==> src/rtl/jk_ctrl_pkg.sv <==
// Shared opcodes, FSM encoding and iteration-count rule for the JK bank controller.
package jk_ctrl_pkg;

   localparam logic [2:0] OP_NOP    = 3'd0;
   localparam logic [2:0] OP_CLEAR  = 3'd1;
   localparam logic [2:0] OP_PRESET = 3'd2;
   localparam logic [2:0] OP_LOAD   = 3'd3;
   localparam logic [2:0] OP_TOGGLE = 3'd4;
   localparam logic [2:0] OP_COUNT  = 3'd5;
   localparam logic [2:0] OP_SHIFT  = 3'd6;
   localparam logic [2:0] OP_VERIFY = 3'd7;

   typedef enum logic [1:0] {
      S_IDLE  = 2'd0,
      S_DRIVE = 2'd1,
      S_DONE  = 2'd2
   } state_t;

   // COUNT and SHIFT repeat cmd_count+1 times; every other op runs once.
   function automatic logic op_repeats(input logic [2:0] op);
      return (op == OP_COUNT) || (op == OP_SHIFT);
   endfunction

endpackage

==> src/rtl/jk_excite_decode.sv <==
// Combinational J/K/CE/S/R-term excitation for the latched op, gated by DRIVE.
module jk_excite_decode
   import jk_ctrl_pkg::*;
#(
   parameter int N = 4
) (
   input  logic [2:0]   op,
   input  logic [N-1:0] data,
   input  logic [N-1:0] q,
   input  logic         active,
   output logic [N-1:0] j,
   output logic [N-1:0] k,
   output logic [N-1:0] ce,
   output logic         s,
   output logic         r_term
);

   logic carry;

   // Per-op excitation; everything idles at zero when not driving.
   always_comb begin
      j      = '0;
      k      = '0;
      ce     = '0;
      s      = 1'b0;
      r_term = 1'b0;
      carry  = 1'b1;
      if (active) begin
         case (op)
            OP_CLEAR:  r_term = 1'b1;
            OP_PRESET: s = 1'b1;
            OP_LOAD: begin
               j  = data;
               k  = ~data;
               ce = '1;
            end
            OP_TOGGLE: begin
               j  = data;
               k  = data;
               ce = data;
            end
            OP_COUNT: begin
               // Bit i toggles when all lower bits are one (ripple-carry prefix AND).
               ce = '1;
               for (int i = 0; i < N; i++) begin
                  j[i]  = carry;
                  k[i]  = carry;
                  carry = carry & q[i];
               end
            end
            OP_SHIFT: begin
               ce   = '1;
               j[0] = data[0];
               k[0] = ~data[0];
               for (int i = 1; i < N; i++) begin
                  j[i] = q[i-1];
                  k[i] = ~q[i-1];
               end
            end
            default: ;
         endcase
      end
   end

endmodule

==> src/rtl/jk_bank_ctrl.sv <==
// Command-driven sequencer for a bank of N JK flip-flops.
// Handshake: a command transfers on a rising edge where cmd_valid && cmd_ready;
// cmd_ready is high only in IDLE, and the requester holds op/data/count stable
// until that edge. Nothing is captured while cmd_ready is low.
module jk_bank_ctrl
   import jk_ctrl_pkg::*;
#(
   parameter int N  = 4,
   parameter int CW = 4
) (
   input  logic          Clk,
   input  logic          R,
   input  logic          cmd_valid,
   output logic          cmd_ready,
   input  logic [2:0]    cmd_op,
   input  logic [N-1:0]  cmd_data,
   input  logic [CW-1:0] cmd_count,
   input  logic [N-1:0]  q_in,
   output logic [N-1:0]  bank_J,
   output logic [N-1:0]  bank_K,
   output logic [N-1:0]  bank_CE,
   output logic          bank_R,
   output logic          bank_S,
   output logic          done,
   output logic          match,
   output logic [1:0]    fsm_state
);

   state_t        state, state_nx;
   logic [2:0]    op_q;
   logic [N-1:0]  data_q;
   logic [CW-1:0] iter_q;
   logic          accept;
   logic          r_term;

   assign cmd_ready = (state == S_IDLE) && R;
   assign accept    = cmd_valid && cmd_ready;
   assign done      = (state == S_DONE);
   assign fsm_state = state;
   assign bank_R    = ~R | r_term;

   // State register; reset abandons any command in flight.
   always_ff @(posedge Clk or negedge R) begin
      if (!R)
         state <= S_IDLE;
      else
         state <= state_nx;
   end

   // Next-state: IDLE waits for a transfer, DRIVE runs until the counter hits 0.
   always_comb begin
      state_nx = state;
      case (state)
         S_IDLE:  if (accept) state_nx = S_DRIVE;
         S_DRIVE: if (iter_q == '0) state_nx = S_DONE;
         S_DONE:  state_nx = S_IDLE;
         default: state_nx = S_IDLE;
      endcase
   end

   // Command latch and iteration counter (loaded with remaining iterations minus one).
   always_ff @(posedge Clk or negedge R) begin
      if (!R) begin
         op_q   <= OP_NOP;
         data_q <= '0;
         iter_q <= '0;
      end else if (accept) begin
         op_q   <= cmd_op;
         data_q <= cmd_data;
         iter_q <= op_repeats(cmd_op) ? cmd_count : '0;
      end else if ((state == S_DRIVE) && (iter_q != '0)) begin
         iter_q <= iter_q - 1'b1;
      end
   end

   // VERIFY result is sampled on its single DRIVE edge and held until the next VERIFY.
   always_ff @(posedge Clk or negedge R) begin
      if (!R)
         match <= 1'b0;
      else if ((state == S_DRIVE) && (op_q == OP_VERIFY))
         match <= (q_in == data_q);
   end

   jk_excite_decode #(.N(N)) u_decode (
      .op     (op_q),
      .data   (data_q),
      .q      (q_in),
      .active (state == S_DRIVE),
      .j      (bank_J),
      .k      (bank_K),
      .ce     (bank_CE),
      .s      (bank_S),
      .r_term (r_term)
   );

endmodule

==> config.mk <==
export PLATFORM = sky130hd
export DESIGN_NAME = jk_bank_ctrl
export DESIGN_NICKNAME = d
export VERILOG_FILES = /design/src/rtl/jk_ctrl_pkg.sv /design/src/rtl/jk_excite_decode.sv /design/src/rtl/jk_bank_ctrl.sv
export SDC_FILE = /design/constraint.sdc
export NUM_CORES = 1
export LEC_CHECK = 0
export BUFFER_PORTS_ARGS = -buffer_cell sky130_fd_sc_hd__buf_4
export CAP_MARGIN = 10
export CORE_MARGIN = 2
export CORE_UTILIZATION = 29
export DETAILED_ROUTE_END_ITERATION = 8
export HOLD_SLACK_MARGIN = 0.08
export PLACE_DENSITY = 0.61
export SYNTH_ARGS = -nofsm -noshare
export SYNTH_HDL_FRONTEND = slang
export SYNTH_HIERARCHICAL = 1
export SYNTH_SLANG_ARGS = --single-unit
export TNS_END_PERCENT = 100
==> constraint.sdc <==
create_clock -name Clk -period 1.45 [get_ports Clk]
set_input_delay 0.145 -clock Clk [delete_from_list [all_inputs] [get_ports Clk]]
set_output_delay 0.145 -clock Clk [all_outputs]
set_load 0.005 [all_outputs]
# Yosys cells after proc, flatten, opt, wreduce, memory -nomap -nowiden
# Cells that the tools add are included.
dict set report word_totals {
  input_bits 18
  output_inout_bits 19
  wordCells 57
  regBits 14
}
dict set report op_classes {
  n_mux 16
  n_addsub 1
  n_eq_ne 14
  n_reduce_logical 12
  n_bitwise 9
}
# cell count
set op_table {}
lappend op_table {{4-bit 2-to-1 mux} 6}
lappend op_table {{3-bit equality test (second input constant)} 6}
lappend op_table {{4-bit one-hot mux with 4 select lines} 1}
lappend op_table {{4-bit one-hot mux with 3 select lines} 1}
lappend op_table {{4-bit one-hot mux with 2 select lines} 1}
lappend op_table {{3-bit by 2-bit equality test with 1-bit output (second input constant)} 2}
lappend op_table {{1-bit NOT} 5}
lappend op_table {{4-bit equality test} 1}
lappend op_table {{1-bit logical AND} 4}
lappend op_table {{4-bit zero test} 1}
lappend op_table {{1-bit 2-to-1 mux} 4}
lappend op_table {{2-bit 2-to-1 mux} 2}
lappend op_table {{2-bit inequality test (second input constant)} 2}
lappend op_table {{4-bit NOT} 1}
lappend op_table {{2-bit one-hot mux with 2 select lines} 1}
lappend op_table {{4-bit nonzero test} 1}
lappend op_table {{4-bit by 1-bit subtractor with 4-bit output (second input constant)} 1}
lappend op_table {{3-bit by 1-bit equality test with 1-bit output (second input constant)} 1}
lappend op_table {{3-bit OR reduction} 1}
lappend op_table {{1-bit bitwise AND} 2}
lappend op_table {{2-bit by 1-bit equality test with 1-bit output (second input constant)} 1}
lappend op_table {{2-bit equality test (second input constant)} 1}
lappend op_table {{2-bit zero test} 1}
lappend op_table {{2-bit AND reduction} 1}
lappend op_table {{other kinds (4)} 4}

# Depth between registers and ports, before layout
dict set report logic_depth {
  ltp_word 5
  mapped_depth 5
  mapped_depth_nobuf 5
}

# By module
# Netlist, hierarchy kept.
# mod area_per_inst_um2 instances cells_each seq_area_each_um2
set by_module_without_submodules {}
lappend by_module_without_submodules {jk_bank_ctrl 737.0 1 80 350.3}
lappend by_module_without_submodules {jk_excite_decode 407.9 1 60 0.0}

# Worst setup path before layout
# OpenSTA, ideal clock, no wires.
dict set report synth_path {
  path_kind {reg-to-reg}
  from {reg iter_q[0]}
  to {reg iter_q[1]}
  required_ps 1368
  setup_time_ps 82
  setup_slack_ps -95
  n_path_buf 0
  stages_incl_launch_ff 6
  synth_period_minus_slack_ps 1545
  arrival_time_ps 1463
  path_cell_list {dfrtp_1 inv_1 ha_1 or3b_2 a31o_2 o22ai_1}
}
dict set report synth_via {
  elab_chain_cells 3
  elab_cells_between_ends 6
  cone_classes {1 x add/sub; 2 x mux; 3 x reduce/logical}
}
# element line
set synth_lines {}
lappend synth_lines {{from (decl)} jk_bank_ctrl.sv:32} ;# logic [CW-1:0] iter_q;
lappend synth_lines {{from (signal assigned)} jk_bank_ctrl.sv:70} ;# iter_q <= op_repeats(cmd_op) ? cmd_count : '0;
lappend synth_lines {{from (signal assigned)} jk_bank_ctrl.sv:72} ;# iter_q <= iter_q - 1'b1;
lappend synth_lines {{4-bit by 1-bit subtractor with 4-bit output / 4-bit nonzero test (equally long branches)} {jk_bank_ctrl.sv:72, jk_bank_ctrl.sv:71}}
lappend synth_lines {{4-bit 2-to-1 mux / 1-bit logical AND (equally long branches)} jk_bank_ctrl.sv:71} ;# end else if ((state == S_DRIVE) && (iter_q != '0)) begin
lappend synth_lines {{4-bit 2-to-1 mux / 2-bit nonzero test (equally long branches)} --}
# Parallel ways exist; a longest one is shown, timed or not. The select of a mux whose other input is x is not followed.
# A chain may end at the register's enable or synchronous reset.

# Worst setup path after layout
dict set report layout_path {
  from {reg state[1], in the netlist fsm_state[1]}
  to {out bank_J[1]}
}
dict set report layout_via {
  elab_chain_cells 2
}
# element line
set layout_lines {}
lappend layout_lines {{from (decl)} jk_bank_ctrl.sv:29} ;# state_t state, state_nx;
lappend layout_lines {{from (signal assigned)} jk_bank_ctrl.sv:47} ;# state <= state_nx;
lappend layout_lines {{2-bit by 1-bit equality test with 1-bit output} jk_bank_ctrl.sv:88} ;# .active (state == S_DRIVE),
lappend layout_lines {{4-bit 2-to-1 mux} jk_excite_decode.sv:28} ;# if (active) begin
lappend layout_lines {{to (decl)} jk_bank_ctrl.sv:19} ;# output logic [N-1:0] bank_J,
# Every way passes these cells.

==> impl_metrics.csv <==
group,metric,value,unit
outcome,outcome,"finished, violations left",
outcome,violations,"setup timing",
hold_path,hold_path.class,"in2reg",
synthesis,synth_cell_types,46,
die,design.core.area,3720,um^2
synthesis,synth_edf_count,0,
die,dieArea,4470,um^2
sta,setup_violations,15,
synthesis,syn_nets,159,
synthesis,synth-seq-area-share,30.6,%
die,die_w,66.8,um
clock_network,cts_max_level,1,
routing,antenna_left,0,
clock_network,clk_pin_slew,0.06,ns
final_layout,final_common_cell,"buf_4",
final_layout,nets,224,
routing,routed_wl,3360,um
place,numPortBuffers,36,
routing,via_per_inst,4.95,
final_layout,most-common-layout-cells,"61 x buf_4, 29 x nand2_1, 11 x dfrtp_1",
critical_path,r2r-end,"iter_q[3]$_DFFE_PN0P_",
critical_path,cp.arrival,1.44,ns
synthesis,syn_area,1140,um^2
synthesis,synthCells,140,
hold_path,hp-start,"cmd_data[1]",
routing,firstDrtPassIters,4,
critical_path,cp_slowest_stage_delay,0.38,ns
final_layout,n_antenna_cell,0,
routing,vias,1247,
sta,rsz0062_at_grt,"true",
global_routing,grt_max_degree,15,
place,dp_cells,237,
synthesis,ys_ff_latch,14,
sta,fmax,630,MHz
sta,finalHoldViolations,0,
final_layout,finalNonFillerCells,252,
final_layout,drive_gt1_share,48.0,%
place,place_congestion,0.883,
routing,drt_iter0_drc,37,
clock_network,tritoncts,"built",
critical_path,reg2reg_setup_slack,-0.07,ns
hold_path,min_path_cells,3,
critical_path,worst_setup_path_end_kind,"output port",
clock_network,clock_path_buffers,2,
sta,slew_headroom,65.7,%
sta,period_minus_slack,1.59,ns
critical_path,worstPathMaxFanout,6,
run,drv_cap,0,
global_routing,antenna_found_initial,0,
synthesis,yosysWarningCount,6,
sta,slew_viol_final,0,
synthesis,synth_ff_type,"dfrtp_1",
place,dp_hpwl,2410,um
clock_network,root_buffer,"clkbuf_8",
power_and_ir_drop,power,3.78,mW
critical_path,critPathKind,"reg2out",
critical_path,critPathLaunchType,"flip-flop",
clock_network,clock_sinks,14,
synthesis,syn_area_per_cell,8.18,um^2
sta,finalCritPeriodShare,109,%
critical_path,crit_family,"buffers and inverters",
critical_path,timing.rr.start,"fsm_state[1]$_DFFE_PN0P_",
critical_path,reg2reg_depth,4,
power_and_ir_drop,power.density,2040,nW/um^2
global_routing,grt_pass1_wl,5470,um
sta,worst_slack,-0.136,ns
die,rows,22,
final_layout,area_delta_synth_final,61.6,%
critical_path,required,1.31,ns
clock_network,numCtsBuffers,3,
critical_path,path_cells,"or2b_1 -> inv_2 -> buf_6 -> a21boi_1 -> buf_4",
hold_path,min_to,"data_q[1]$_DFFE_PN0P_",
power_and_ir_drop,leakage,0.870,nW
die,io_pins,37,
global_routing,grt-ovfl-total,0,
sta,tns,-1.45,ns
global_routing,grt_pass1_vias,1272,
sta,fin_skew,0.000349,ns
die,initial_core_util,30.8,%
clock_network,clock_latency,0.24,ns
die,fp.dieH,66.8,um
critical_path,cp_num_buf_inv,3,
critical_path,crit_slowest_cell,"dfrtp_1",
global_routing,grtUsageTotal,16.0,%
power_and_ir_drop,ir_worst_vdd,0.000887,V
routing,wl_per_cell,13.3,um
synthesis,async_flop_share,100,%
sta,tightest_slew,0.513,ns
routing,drc,0,
==> cells in the mapped netlist, drive strengths merged, types with 3 or more instances <==
library cell / count / share of area, %
nand2: 29 / 9.5
dfrtp: 14 / 31
o21ai: 11 / 5.1
nor3b: 7 / 5.0
a21boi: 5 / 3.3
and3b: 5 / 3.8
buf: 5 / 3.5
nor2: 5 / 1.6
nor3: 5 / 2.2
a21oi: 4 / 1.7
and2b: 4 / 2.7
xnor2: 4 / 3.1
a31oi: 3 / 1.6
inv: 3 / 0.98
nand3: 3 / 1.3
nor2b: 3 / 1.6
==> kinds of logic after synthesis <==
kind of cell | after synthesis | synth area share (%)
multiplexers | 3 | 2.84
AO/OA/AOI/OAI | 30 | 16.4
flip-flops | 14 | 30.6
adder cells (fa/ha/maj) | 1 | 1.09
XOR/XNOR | 6 | 5.25
buffers and inverters | 10 | 5.14
AND/OR/NAND/NOR | 76 | 38.7
==> worst max path at each step <==
stage	start	endpoint	slack [ns]	depth (start not counted)
2_1_floorplan	iter_q[0]$_DFFE_PN0P_	iter_q[1]$_DFFE_PN0P_	0.0007	5
3_3_place_gp	iter_q[0]$_DFFE_PN0P_	iter_q[1]$_DFFE_PN0P_	0.04	5
3_5_place_dp	iter_q[0]$_DFFE_PN0P_	iter_q[1]$_DFFE_PN0P_	0.005	5
4_1_cts	op_q[0]$_DFFE_PN0P_	bank_K[3]	-0.15	5
5_1_grt	fsm_state[1]$_DFFE_PN0P_	bank_J[1]	-0.21	5
6_report	fsm_state[1]$_DFFE_PN0P_	bank_J[1]	-0.14	5
==> routing by layer <==
| metal | GRT usage [%] | wire, um | vias up |
|---|---|---|---|
| li1 | - | - | 624 |
| met1 | 18.4 | 1400 | 585 |
| met2 | 30.3 | 1750 | 34 |
| met3 | 2.03 | 178 | 4 |
| met4 | 5.36 | 27 | 0 |
| met5 | 0 | 0 | - |
==> worst reg2reg max path: stages (launching register included) <==
cell	delay (ns)
dfrtp_1	0.38
buf_4	0.14
or3b_4	0.38
or4b_4	0.49
nand3_2	0.07
==> area by class of cell <==
type / count / area (um^2)
fill: 359 / 1870
multi-input combinational: 116 / 838
timing repair buffer: 67 / 532
sequential: 14 / 354
tap: 48 / 60.1
clock buffer: 4 / 55.1
inverter: 3 / 11.3
==> state kept, by name (all words and copies together) (netlist names) <==
register	count
op_q	3
match	1
iter_q	4
data_q	4
fsm_state	2
==> power breakdown <==
| part | switching (mW) | internal [mW] |
|---|---|---|
| sequential | 0.243 | 0.594 |
| combinational | 1.11 | 1.46 |
| clock | 0.133 | 0.240 |
==> what timing repair did <==
item | in CTS | in global routing
pin swaps | 12 | 2
resized for setup | 17 | 12
setup buffers | 7 | 2
gates cloned | 0 | 0
hold buffers | 2 | 0
hold endpoints to repair | 14 | 0
setup endpoints to repair | 15 | 25
==> through the flow <==
stage	util (%)	area, um^2	worst slack, ns	hold slack [ns]
global route	49.8	1850	-0.207	0.0953
finish	49.8	1850	-0.136	0.0970
global placement	42.6	1580	0.0350	-0.0489
CTS	47.5	1770	-0.146	0.0957
floorplan	-	1150	0.000733	-0.151
detailed placement	42.6	1580	0.00539	-0.0425
No activity file was read; power rests on OpenSTA's default activity.
